**src/rtl/matrix_pkg.sv**
```systemverilog
// ============================================================================
// matrix_pkg: shared geometry, sequencer states and ALU op codes. Rev 1.0
// ============================================================================
`default_nettype none

package matrix_pkg;

  localparam int MATRIX_DIM       = 10;
  localparam int ELEM_W           = 2;
  localparam int MATRIX_W         = MATRIX_DIM * MATRIX_DIM * ELEM_W;
  localparam int WORD_W           = 8;
  localparam int WORDS_PER_MATRIX = MATRIX_W / WORD_W;
  localparam int IDX_W            = $clog2(WORDS_PER_MATRIX);

  typedef enum logic [2:0] {
    IDLE   = 3'd0,
    LOAD_A = 3'd1,
    LOAD_B = 3'd2,
    START  = 3'd3,
    WAIT   = 3'd4,
    DRAIN  = 3'd5
  } seq_state_e;

  localparam logic [3:0] OP_ADD       = 4'd0;
  localparam logic [3:0] OP_SUB       = 4'd1;
  localparam logic [3:0] OP_MUL       = 4'd2;
  localparam logic [3:0] OP_HADAMARD  = 4'd3;
  localparam logic [3:0] OP_TRANSPOSE = 4'd4;
  localparam logic [3:0] OP_NEGATE    = 4'd5;

  function automatic logic is_last_word(input logic [IDX_W-1:0] idx);
    return idx == IDX_W'(WORDS_PER_MATRIX - 1);
  endfunction

endpackage

`default_nettype wire

```
**src/rtl/matrix_word_buffer.sv**
```systemverilog
// ============================================================================
// matrix_word_buffer: 200-bit register, indexed word write/read, parallel load. Rev 1.0
// ============================================================================
`default_nettype none

module matrix_word_buffer
  import matrix_pkg::*;
(
  input  logic                clock,
  input  logic                reset_n,
  input  logic                wr_en_i,
  input  logic [IDX_W-1:0]    wr_idx_i,
  input  logic [WORD_W-1:0]   wr_data_i,
  input  logic                ld_en_i,
  input  logic [MATRIX_W-1:0] ld_data_i,
  input  logic [IDX_W-1:0]    rd_idx_i,
  output logic [WORD_W-1:0]   rd_data_o,
  output logic [MATRIX_W-1:0] data_o
);

  logic [MATRIX_W-1:0] data_q;

  // Parallel load wins over a word write; the sequencer never asserts both.
  always_ff @(posedge clock) begin
    if (!reset_n) begin
      data_q <= '0;
    end else if (ld_en_i) begin
      data_q <= ld_data_i;
    end else if (wr_en_i) begin
      data_q[int'(wr_idx_i) * WORD_W +: WORD_W] <= wr_data_i;
    end
  end

  assign rd_data_o = data_q[int'(rd_idx_i) * WORD_W +: WORD_W];
  assign data_o    = data_q;

endmodule

`default_nettype wire

```
**src/rtl/matrix_sequencer.sv**
```systemverilog
// ============================================================================
// matrix_sequencer: streams A/B into the matrix ALU and drains C as bytes. Rev 1.0
// Optional WAIT watchdog enabled by defining MATRIX_SEQ_TIMEOUT_EN.
// ============================================================================
`default_nettype none

module matrix_sequencer
  import matrix_pkg::*;
#(
  parameter int TIMEOUT_CYCLES = 255
) (
  input  logic                clock,
  input  logic                reset_n,
  input  logic                cmd_valid,
  output logic                cmd_ready,
  input  logic [3:0]          cmd_op,
  input  logic                in_valid,
  output logic                in_ready,
  input  logic [WORD_W-1:0]   in_data,
  output logic                alu_start,
  output logic [3:0]          alu_op_code,
  output logic [MATRIX_W-1:0] alu_matrix_a,
  output logic [MATRIX_W-1:0] alu_matrix_b,
  input  logic                alu_done,
  input  logic [MATRIX_W-1:0] alu_matrix_c,
  output logic                out_valid,
  input  logic                out_ready,
  output logic [WORD_W-1:0]   out_data,
  output logic                busy,
  output logic                error
);

  seq_state_e       state_q;
  logic [IDX_W-1:0] cnt_q;
  logic [3:0]       op_q;
  logic             alu_start_q;

  logic cmd_fire_d;
  logic in_fire_d;
  logic out_fire_d;
  logic last_word_d;
  logic wd_expire_d;

  logic [WORD_W-1:0]   unused_a_rd;
  logic [WORD_W-1:0]   unused_b_rd;
  logic [MATRIX_W-1:0] unused_c_par;

  // Handshake readiness is masked by reset so nothing transfers while held.
  assign cmd_ready = reset_n && (state_q == IDLE);
  assign in_ready  = reset_n && ((state_q == LOAD_A) || (state_q == LOAD_B));
  assign out_valid = reset_n && (state_q == DRAIN);
  assign busy      = (state_q != IDLE);

  assign cmd_fire_d  = cmd_valid && cmd_ready;
  assign in_fire_d   = in_valid && in_ready;
  assign out_fire_d  = out_valid && out_ready;
  assign last_word_d = is_last_word(cnt_q);

  assign alu_start   = alu_start_q;
  assign alu_op_code = op_q;

  always_ff @(posedge clock) begin
    if (!reset_n) begin
      state_q     <= IDLE;
      cnt_q       <= '0;
      op_q        <= '0;
      alu_start_q <= 1'b0;
    end else begin
      alu_start_q <= 1'b0;
      unique case (state_q)
        IDLE: begin
          if (cmd_fire_d) begin
            state_q <= LOAD_A;
            cnt_q   <= '0;
            op_q    <= cmd_op;
          end
        end
        LOAD_A: begin
          if (in_fire_d) begin
            if (last_word_d) begin
              state_q <= LOAD_B;
              cnt_q   <= '0;
            end else begin
              cnt_q <= cnt_q + IDX_W'(1);
            end
          end
        end
        LOAD_B: begin
          if (in_fire_d) begin
            if (last_word_d) begin
              state_q     <= START;
              cnt_q       <= '0;
              alu_start_q <= 1'b1;
            end else begin
              cnt_q <= cnt_q + IDX_W'(1);
            end
          end
        end
        START: begin
          state_q <= WAIT;
          cnt_q   <= '0;
        end
        WAIT: begin
          if (alu_done) begin
            state_q <= DRAIN;
            cnt_q   <= '0;
          end else if (wd_expire_d) begin
            state_q <= IDLE;
            cnt_q   <= '0;
          end
        end
        DRAIN: begin
          if (out_fire_d) begin
            if (last_word_d) begin
              state_q <= IDLE;
              cnt_q   <= '0;
            end else begin
              cnt_q <= cnt_q + IDX_W'(1);
            end
          end
        end
        default: begin
          state_q <= IDLE;
          cnt_q   <= '0;
        end
      endcase
    end
  end

`ifdef MATRIX_SEQ_TIMEOUT_EN
  logic [15:0] wd_cnt_q;
  logic        error_q;

  // wd_cnt_q counts completed WAIT cycles; expiry fires on the last allowed one.
  assign wd_expire_d = (state_q == WAIT) && !alu_done &&
                       (wd_cnt_q == 16'(TIMEOUT_CYCLES - 1));

  always_ff @(posedge clock) begin
    if (!reset_n) begin
      wd_cnt_q <= '0;
      error_q  <= 1'b0;
    end else begin
      if (state_q == START) begin
        wd_cnt_q <= '0;
      end else if (state_q == WAIT) begin
        wd_cnt_q <= wd_cnt_q + 16'd1;
      end
      if (cmd_fire_d) begin
        error_q <= 1'b0;
      end else if (wd_expire_d) begin
        error_q <= 1'b1;
      end
    end
  end

  assign error = error_q;
`else
  localparam int unused_timeout = TIMEOUT_CYCLES;
  assign wd_expire_d = 1'b0;
  assign error       = 1'b0;
`endif

  matrix_word_buffer u_buf_a (
    .clock     (clock),
    .reset_n   (reset_n),
    .wr_en_i   (in_fire_d && (state_q == LOAD_A)),
    .wr_idx_i  (cnt_q),
    .wr_data_i (in_data),
    .ld_en_i   (1'b0),
    .ld_data_i ('0),
    .rd_idx_i  (cnt_q),
    .rd_data_o (unused_a_rd),
    .data_o    (alu_matrix_a)
  );

  matrix_word_buffer u_buf_b (
    .clock     (clock),
    .reset_n   (reset_n),
    .wr_en_i   (in_fire_d && (state_q == LOAD_B)),
    .wr_idx_i  (cnt_q),
    .wr_data_i (in_data),
    .ld_en_i   (1'b0),
    .ld_data_i ('0),
    .rd_idx_i  (cnt_q),
    .rd_data_o (unused_b_rd),
    .data_o    (alu_matrix_b)
  );

  matrix_word_buffer u_buf_c (
    .clock     (clock),
    .reset_n   (reset_n),
    .wr_en_i   (1'b0),
    .wr_idx_i  (cnt_q),
    .wr_data_i ('0),
    .ld_en_i   (alu_done && (state_q == WAIT)),
    .ld_data_i (alu_matrix_c),
    .rd_idx_i  (cnt_q),
    .rd_data_o (out_data),
    .data_o    (unused_c_par)
  );

endmodule

`default_nettype wire
```
**config.mk**
```make
export PLATFORM = sky130hd
export DESIGN_NAME = matrix_sequencer
export DESIGN_NICKNAME = d
export VERILOG_FILES = /design/src/rtl/matrix_pkg.sv /design/src/rtl/matrix_word_buffer.sv /design/src/rtl/matrix_sequencer.sv
export SDC_FILE = /design/constraint.sdc
export NUM_CORES = 1
export LEC_CHECK = 0
export ABC_CLOCK_PERIOD_IN_PS = 6800
export CORE_AREA = 3 3 248 250
export CTS_BUF_LIST = sky130_fd_sc_hd__clkbuf_2
export CTS_CLUSTER_DIAMETER = 40
export CTS_CLUSTER_SIZE = 16
export DETAILED_ROUTE_END_ITERATION = 8
export DIE_AREA = 0 0 251 253
export PLACE_DENSITY = 0.71
export SLEW_MARGIN = 30
export SYNTH_ARGS = -nofsm -noshare
export SYNTH_HDL_FRONTEND = slang
export SYNTH_SLANG_ARGS = --single-unit
```
**constraint.sdc**
```tcl
create_clock -name clock -period 6.8 [get_ports clock]
set_clock_uncertainty 0.1 [all_clocks]
set_input_delay 1.02 -clock clock [delete_from_list [all_inputs] [get_ports clock]]
set_output_delay 1.02 -clock clock [all_outputs]
set_load 0.1 [all_outputs]
```
# Word-level counts from Yosys, hierarchy flattened
# Index checks and enable logic that the tools add are counted.
[word_totals] reg_bits=613 latch_bits=0 ramBits=0 mem_bits_ro=0 inputBits=218 out_inout_bits=418 word_cells=62 memories=0
[classes] n_addsub=2 n_mul=0 div=0 n_lt_le_gt_ge=0 n_eq_ne=15 shifts=3 muxes=18 bitwise=0 reduce_logical=17
[op_table] operator="$bwmux W200" count=2
[op_table] operator="$shift A8 B33 Y200 const A" count=1
[op_table] operator="$shiftx A200 B9 Y8" count=1
[op_table] operator="$shiftx A8 B33 Y200" count=1
[op_table] operator="$neg A8 Y33" count=1
[op_table] operator="$mux W5" count=5
[op_table] operator="$mux W3" count=8
[op_table] operator="$pmux W5 S4" count=1
[op_table] operator="$pmux W3 S6" count=1
[op_table] operator="$ne A2 B2 Y1 const B" count=8
[op_table] operator="$logic_and A1 B1 Y1" count=9
[op_table] operator="$reduce_and A8 Y1" count=1
[op_table] operator="$eq A3 B2 Y1 const B" count=2
[op_table] operator="$eq A3 B3 Y1 const B" count=2
[op_table] operator="$add A5 B1 Y5 const B" count=1
[op_table] operator="$eq A5 B5 Y1 const B" count=1
[op_table] operator="$reduce_and A4 Y1" count=1
[op_table] operator="$eq A3 B1 Y1 const B" count=1
[op_table] operator="$logic_not A3 Y1" count=1
[op_table] operator="$reduce_and A3 Y1" count=1
[op_table] operator="$reduce_bool A3 Y1" count=1
[op_table] operator="$ne A2 B1 Y1 const B" count=1
[op_table] operator="$reduce_and A2 Y1" count=1
[op_table] operator="$reduce_or A2 Y1" count=1
[op_table] operator="other kinds (2)" count=2

# Longest topological paths before layout
# Gate-level depths: netlist of the first run.
[depth] ltp_word=6 ltp_mapped=14 ltp_nobuf=9

# By module
# A second synthesis of the first run with hierarchy kept.
[hier_totals] cells_unflattened=3596 area_unflattened_um2=33196.8
[by_module_without_submodules] mod="matrix_word_buffer at u_buf_a ..." n_inst=2 cells_each=1164 area_each_um2=10691.5 seq_area_each_um2=4003.8
[by_module_without_submodules] mod="matrix_word_buffer at u_buf_c" n_inst=1 cells_each=1173 area_each_um2=11028.1 seq_area_each_um2=4003.8
[by_module_without_submodules] mod="matrix_sequencer" n_inst=1 cells_each=95 area_each_um2=785.8 seq_area_each_um2=260.2

# Worst setup path after synthesis of the first run
# No wires, ideal clock.
[synth_path] path_type="input -> output" start="input reset_n" end="output cmd_ready" t_arrival_ns=4.750 t_required_ns=5.680 path_slack_ns=0.930 path_stages=2 path_buffers=1 path_cell_list="clkbuf_1 > nor4b_1"
[synth_via] elab_chain_cells=1
[synth_lines] element="from (decl)" line_no="matrix_sequencer.sv:13" source="input logic reset_n,"
[synth_lines] element="$logic_and A1 B1 Y1" line_no="matrix_sequencer.sv:49" source="assign cmd_ready = reset_n && (state_q == IDLE);"
[synth_lines] element="to (decl)" line_no="matrix_sequencer.sv:15" source="output logic cmd_ready,"
# Every way passes these cells.

# Worst setup path after layout of the first run
[layout_path] start="register cnt_q[0]" end="output out_data[1]"
[layout_via] elab_chain_cells=1
[layout_lines] element="from (decl)" line_no="matrix_sequencer.sv:34" source="logic [IDX_W-1:0] cnt_q;"
[layout_lines] element="from (signal assigned)" line_no="matrix_sequencer.sv:84" source="cnt_q <= cnt_q + IDX_W'(1);"
[layout_lines] element="from (signal assigned)" line_no="matrix_sequencer.sv:95" source="cnt_q <= cnt_q + IDX_W'(1);"
[layout_lines] element="from (signal assigned)" line_no="matrix_sequencer.sv:118" source="cnt_q <= cnt_q + IDX_W'(1);"
[layout_lines] element="$shiftx A200 B9 Y8" line_no="matrix_word_buffer.sv:34" source="assign rd_data_o = data_q[int'(rd_idx_i) * WORD_W +: WORD_W];"
[layout_lines] element="to (decl)" line_no="matrix_sequencer.sv:28" source="output logic [WORD_W-1:0] out_data,"
# Every way passes these cells.

==> out/metrics.yaml, run 1 <==
crit_type: "reg2out"
min_path_cells: 3
final_common_cell: "nand2_1"
synth_edf_count: 0
cp-end-kind: "output pin"
cts_buffers: 91
ys_types: 61
layout_common_cells: "nand2_1, dfxtp_1, clkdlybuf4s50_1"
fin_crit_sh: 0.825
cp_data_required_time_ns: 5.68
syn-num-nets: 3086
internal_power_uw: 5120
reg2regPathDepth: 10
synth-async-reset-ratio: 0
firstDrtPassIters: 5
grt_overflow: 0
hold_violations: 0
crit_path_start_kind: "flip-flop"
busiest_layer: "met2"
initialDrtViolationCount: 1713
place_congestion: 0.861
combPwrFrac: 0.128
avgRoutedWirePerCell_microns: 21.3
place_hpwl_microns: 66700
avgViaCountPerCell: 5.18
h-tree-depth: 3
netlist_area_sq_um: 25300
gr-usage-met3: 0.0726
syn_area_per_cell_sq_um: 8.81
rows: 89
coreArea_sq_um: 59200
ctsHoldBuffers: 0
switching_power_uw: 2260
drv_cap: 0
grt_use_total: 0.275
ys_seq_elements: 613
cts.clk_slew.worst_paths_ns: 0.23
slew_headroom: 0.294
ant_nets: 0
switching_share: 0.306
synth_top_cell_by_area: "dfxtp_1"
drive_gt1_frac: 0.116
final_max_slew_viol_count: 0
dieArea_sq_um: 63500
tightest_slew_ns: 1.06
root_buffer: "clkbuf_2"
drc: 0
grt_max_degree: 189
yosysTopAreaCellShare: 0.486
arrival_ns: 4.49
p_leak_uw: 0.0122
num-fill-cells: 5551
fp.dieW_microns: 251
synth_area_leaders: "dfxtp_1, nand2_1, mux2i_1, a21boi_0, mux4_2"
antenna_found_initial: 6
cts_resized: 0
cts_buffer_depth: 3
synth_ff_type: "dfxtp_1"
area_growth_pct: 30.2
p_seq_frac: 0.501
setup-tns-final_ns: 0
post-cts-setup-buffer-count: 0
cts_tree: "yes"
cts_sinks: 613
fmax_mhz: 178
period_needed_ns: 5.61
peakVddDrop_uv: 121
yosysSeqAreaShare: 0.486
grt_pass1_wl_microns: 132000
outcome: "finished clean"
grt_setup_unrepaired: "false"
grt_pass1_vias: 21100
worst_skew_pair.late_latency_ns: 1.11
syn_inst: 2865
post-route-cell-area_sq_um: 32900
nNetsFinal: 3626
via_count: 22000
port-buffer-count: 634
cellPowerDensity_nw_per_um2: 224
grtUsageMet1: 0.328
start_util: 0.426
place_area_sq_um: 31500
fp.dieH_microns: 253
yosys_warnings: 0
pin_count: 636
totalWireLength_microns: 90600
use_met2: 0.468
critPathMaxFanout: 40
hp-class: "in2reg"
finalSetupViolCount: 0
p_clk_frac: 0.371
## power groups by stage
| stage | combinational, uW | sequential, uW | clock (uW) |
|---|---|---|---|
| global route | 995 | 3710 | 2960 |
| global placement | 932 | 3770 | 0 |
| detailed placement | 937 | 3780 | 0 |
| finish | 941 | 3700 | 2740 |
| CTS | 940 | 3700 | 2800 |
| floorplan | 557 | 3750 | 0 |
## worst paths after layout
| check | startpoint | end | slack, ns |
|---|---|---|---|
| worst max-delay path | cnt_q[0] | out_data[1] | 1.19 |
| worst max register to register | cnt_q[0] | u_buf_b.data_o[103] | 2.78 |
| worst min-delay path | reset_n | u_buf_b.data_o[167] | 0.27 |
| worst min register to register | u_buf_a.data_o[0] | u_buf_a.data_o[0] | 0.36 |
## routing by layer
metal / vias up / wire length [microns] / share of wire
met4: 6 / 3780 / 0.042
li1: 10700 / - / -
met1: 10300 / 35900 / 0.40
met5: - / 34 / 0.00038
met3: 179 / 7520 / 0.083
met2: 841 / 43400 / 0.48
## metrics by stage
step / instances / worst slack [ns] / utilization / hold WS [ns] / power, uW
after floorplan: 2865 / 0.930 / - / 0.340 / 4310
after global placement: 4085 / 2.12 / 0.539 / 0.338 / 4710
after detailed placement: 4085 / 2.08 / 0.531 / 0.344 / 4710
after CTS: 4256 / 0.954 / 0.556 / 0.117 / 7440
after global routing: 4258 / 0.861 / 0.555 / 0.194 / 7660
final: 4258 / 1.19 / 0.555 / 0.270 / 7380
## worst max-delay path, stage by stage, from the launching register on
cell             delay (ns)
dfxtp_4                0.88
buf_4                  0.50
mux4_2                 0.55
a32oi_1                0.22
nand4b_1               0.23
clkdlybuf4s50_1        1.03
## cells by family after synthesis
logic type               synth area share
adder cells (fa/ha/maj)           0.00149
flip-flops                          0.486
XOR/XNOR                          0.00169
buffers and inverters              0.0358
other                            0.000149
multiplexers                        0.157
AND/OR/NAND/NOR                     0.222
AO/OA/AOI/OAI                      0.0957
## area by class of cell
cell class / instances / area [sq um] / share of cell area
clock buffer: 93 / 465 / 0.0142
inverter: 5 / 18.8 / 0.000571
antenna: 2 / 5.00 / 0.000152
sequential: 613 / 12300 / 0.373
clock inverter: 78 / 991 / 0.0301
multi-input combinational: 2034 / 12100 / 0.369
tap: 773 / 967 / 0.0294
timing repair buffer: 660 / 6040 / 0.184
## state kept, by name, summed over array words and instances (netlist names)
name	count
alu_start	1
u_buf_c.data_o	200
alu_op_code	4
state_q	3
cnt_q	5
u_buf_b.data_o	200
u_buf_a.data_o	200
## Yosys cell counts, drive strengths merged, types with 2 or more instances
| cell | n |
|---|---|
| nand3b | 2 |
| mux4 | 48 |
| nor3 | 78 |
| nor2 | 88 |
| a22oi | 7 |
| o21ai | 126 |
| clkbuf | 176 |
| buf | 37 |
| nor2b | 7 |
| a21boi | 201 |
| xor2 | 2 |
| a32oi | 6 |
| mux2i | 288 |
| nand4b | 8 |
| and3 | 5 |
| o22ai | 4 |
| and2 | 5 |
| nand3 | 53 |
| a211oi | 2 |
| nand2b | 6 |
| a21oi | 8 |
| nand2 | 1051 |
| dfxtp | 613 |
| or3 | 15 |
| ha | 3 |
| inv | 5 |
| a31oi | 2 |
| xnor2 | 2 |
(Power assumes the default switching activity.)
==> inputs of run 2 (changes only) <==
--- a/config.mk
+++ b/config.mk
@@ -5,7 +5,7 @@
 export SDC_FILE = /design/constraint.sdc
 export NUM_CORES = 1
 export LEC_CHECK = 0
-export ABC_CLOCK_PERIOD_IN_PS = 6800
+export ABC_CLOCK_PERIOD_IN_PS = 5500
 export CORE_AREA = 3 3 248 250
 export CTS_BUF_LIST = sky130_fd_sc_hd__clkbuf_2
 export CTS_CLUSTER_DIAMETER = 40
==> constraint.sdc (replaced) <==
create_clock -name clock -period 5.5 [get_ports clock]
set_clock_uncertainty 0.1 [all_clocks]
set_input_delay 0.825 -clock clock [delete_from_list [all_inputs] [get_ports clock]]
set_output_delay 0.825 -clock clock [all_outputs]
set_load 0.1 [all_outputs]
==> out/metrics.yaml, run 2 (synthesized netlist as in run 1, its figures left out) <==
area_growth_pct: 34.0
place_hpwl_microns: 66900
root_buffer: "clkbuf_2"
layout_common_cells: "nand2_1, dfxtp_1, clkdlybuf4s50_1"
cts.clk_slew.worst_paths_ns: 0.16
p_seq_frac: 0.510
register_area_sq_um: 12300
drc: 0
nNetsFinal: 3719
totalWireLength_microns: 91100
cp_data_required_time_ns: 4.58
fp.dieH_microns: 253
combPwrFrac: 0.138
wl_met1_microns: 36000
critPathMaxFanout: 22
avgViaCountPerCell: 5.14
switching_power_uw: 2810
p_clk_frac: 0.352
grt_pass1_vias: 21400
place_inst: 4085
fmax_mhz: 194
rows: 89
firstDrtPassIters: 5
arrival_ns: 4.23
hp-class: "in2reg"
grt_max_degree: 184
fp.dieW_microns: 251
via_count: 22300
avgRoutedWirePerCell_microns: 21.0
num-fill-cells: 5296
multi_input_area_sq_um: 12100
fin_crit_sh: 0.937
finalSetupViolCount: 0
antenna_found_initial: 7
ant_nets: 0
outcome: "finished clean"
final_max_slew_viol_count: 0
hold_violations: 0
grt_pass1_wl_microns: 134000
wl_met3_microns: 6840
finish.utilization: 0.571
cts_buffers: 89
min_from: "alu_matrix_c[178]"
grt_use_total: 0.276
cts_buffer_depth: 3
setup-tns-final_ns: 0
switching_share: 0.315
grt_overflow: 0
start_util: 0.426
pin_count: 636
crit_path_start_kind: "flip-flop"
dieArea_sq_um: 63500
final_common_cell: "nand2_1"
reg2reg_from: "cnt_q[0]"
h-tree-depth: 3
cellPowerDensity_nw_per_um2: 264
startpoint: "cnt_q[1]"
place_ws_ns: 1.30
cts_tree: "yes"
drive_gt1_frac: 0.110
peakVddDrop_uv: 213
top_layer: "met5"
crit_type: "reg2out"
cp-end-kind: "output pin"
p_leak_uw: 0.0126
fin_cells: 4349
coreArea_sq_um: 59200
worst_skew_pair.late_latency_ns: 1.12
cts_sinks: 613
grt_setup_unrepaired: "false"
period_needed_ns: 5.15
port-buffer-count: 634
initialDrtViolationCount: 1646
slew_headroom: 0.293
tightest_slew_ns: 1.06
internal_power_uw: 6130
dr_wl_met2_microns: 45400
drv_cap: 0
layout_setup_ws_ns: 0.345
place_congestion: 0.859
[run 2: cell count changes in the layout (fill, tap and decap cells not counted), sizes merged]
cell           delta
clkinv            -9
dlygate4sd3      +93
bufinv            -6
clkdlybuf4s50    +13
clkbuf            -2
inv               +9
clkinvlp          -1
dlygate4sd2       +1
diode             +2
buf               -9
[run 2: per-stage QoR]
step	power, uW	cell area [sq um]	hold slack [ns]
floorplan	5330	25300	0.340
finish	8940	33800	0.149
CTS	9000	33800	0.000678
detailed placement	5820	31600	0.345
global placement	5810	32000	0.337
global route	9300	33800	0.0356
[run 2: worst max-delay path, stage by stage (launching register included)]
cell	delay [ns]
dfxtp_2	0.73
buf_4	0.44
buf_4	0.25
mux4_2	0.30
a22oi_1	0.24
nand4b_1	0.18
clkdlybuf4s50_1	1.01
[run 2: power by group through the flow]
stage,clock network [uW],logic [uW],registers [uW]
2_1_floorplan,0,690,4640
6_report,3140,1230,4560
3_5_place_dp,0,1150,4670
5_1_grt,3410,1310,4580
3_3_place_gp,0,1140,4670
4_1_cts,3220,1200,4580
[run 2: final timing paths]
kind         cells after the start             endpoint  slack, ns
max                              6          out_data[6]       0.35
min                              3  u_buf_c.data_o[178]       0.15
max reg2reg                      7    u_buf_b.data_o[8]       1.59
min reg2reg                      2   u_buf_a.data_o[77]       0.36
[run 2: repair_timing]
item                                   CTS  global route
hold buffers                            93             0
gates resized for setup                  1             0
pin swaps                                0             0
setup endpoints to repair                1             2
setup buffers                            0             1
endpoints found under the hold margin  156             0
[run 2: final cells by class]
type / instances / area share
Inverter: 5 / 0.000555
Sequential cell: 613 / 0.363
Tap cell: 773 / 0.0286
Multi-Input combinational cell: 2034 / 0.359
Clock buffer: 94 / 0.0139
Clock inverter: 71 / 0.0245
Timing Repair Buffer: 755 / 0.211
Antenna cell: 4 / 0.000296
[run 2: routing by layer]
| metal | track usage | vias to the layer above |
|---|---|---|
| li1 | - | 10900 |
| met2 | 0.489 | 821 |
| met1 | 0.325 | 10500 |
| met5 | 0 | - |
| met4 | 0.0966 | 4 |
| met3 | 0.0687 | 132 |
==> inputs of run 3 (changes only) <==
--- a/config.mk
+++ b/config.mk
@@ -6,6 +6,7 @@
 export NUM_CORES = 1
 export LEC_CHECK = 0
 export ABC_CLOCK_PERIOD_IN_PS = 5500
+export CAP_MARGIN = 20
 export CORE_AREA = 3 3 248 250
 export CTS_BUF_LIST = sky130_fd_sc_hd__clkbuf_2
 export CTS_CLUSTER_DIAMETER = 40
==> results of run 3 <==
Final layout, timing and power as in run 2 (identical DEF).
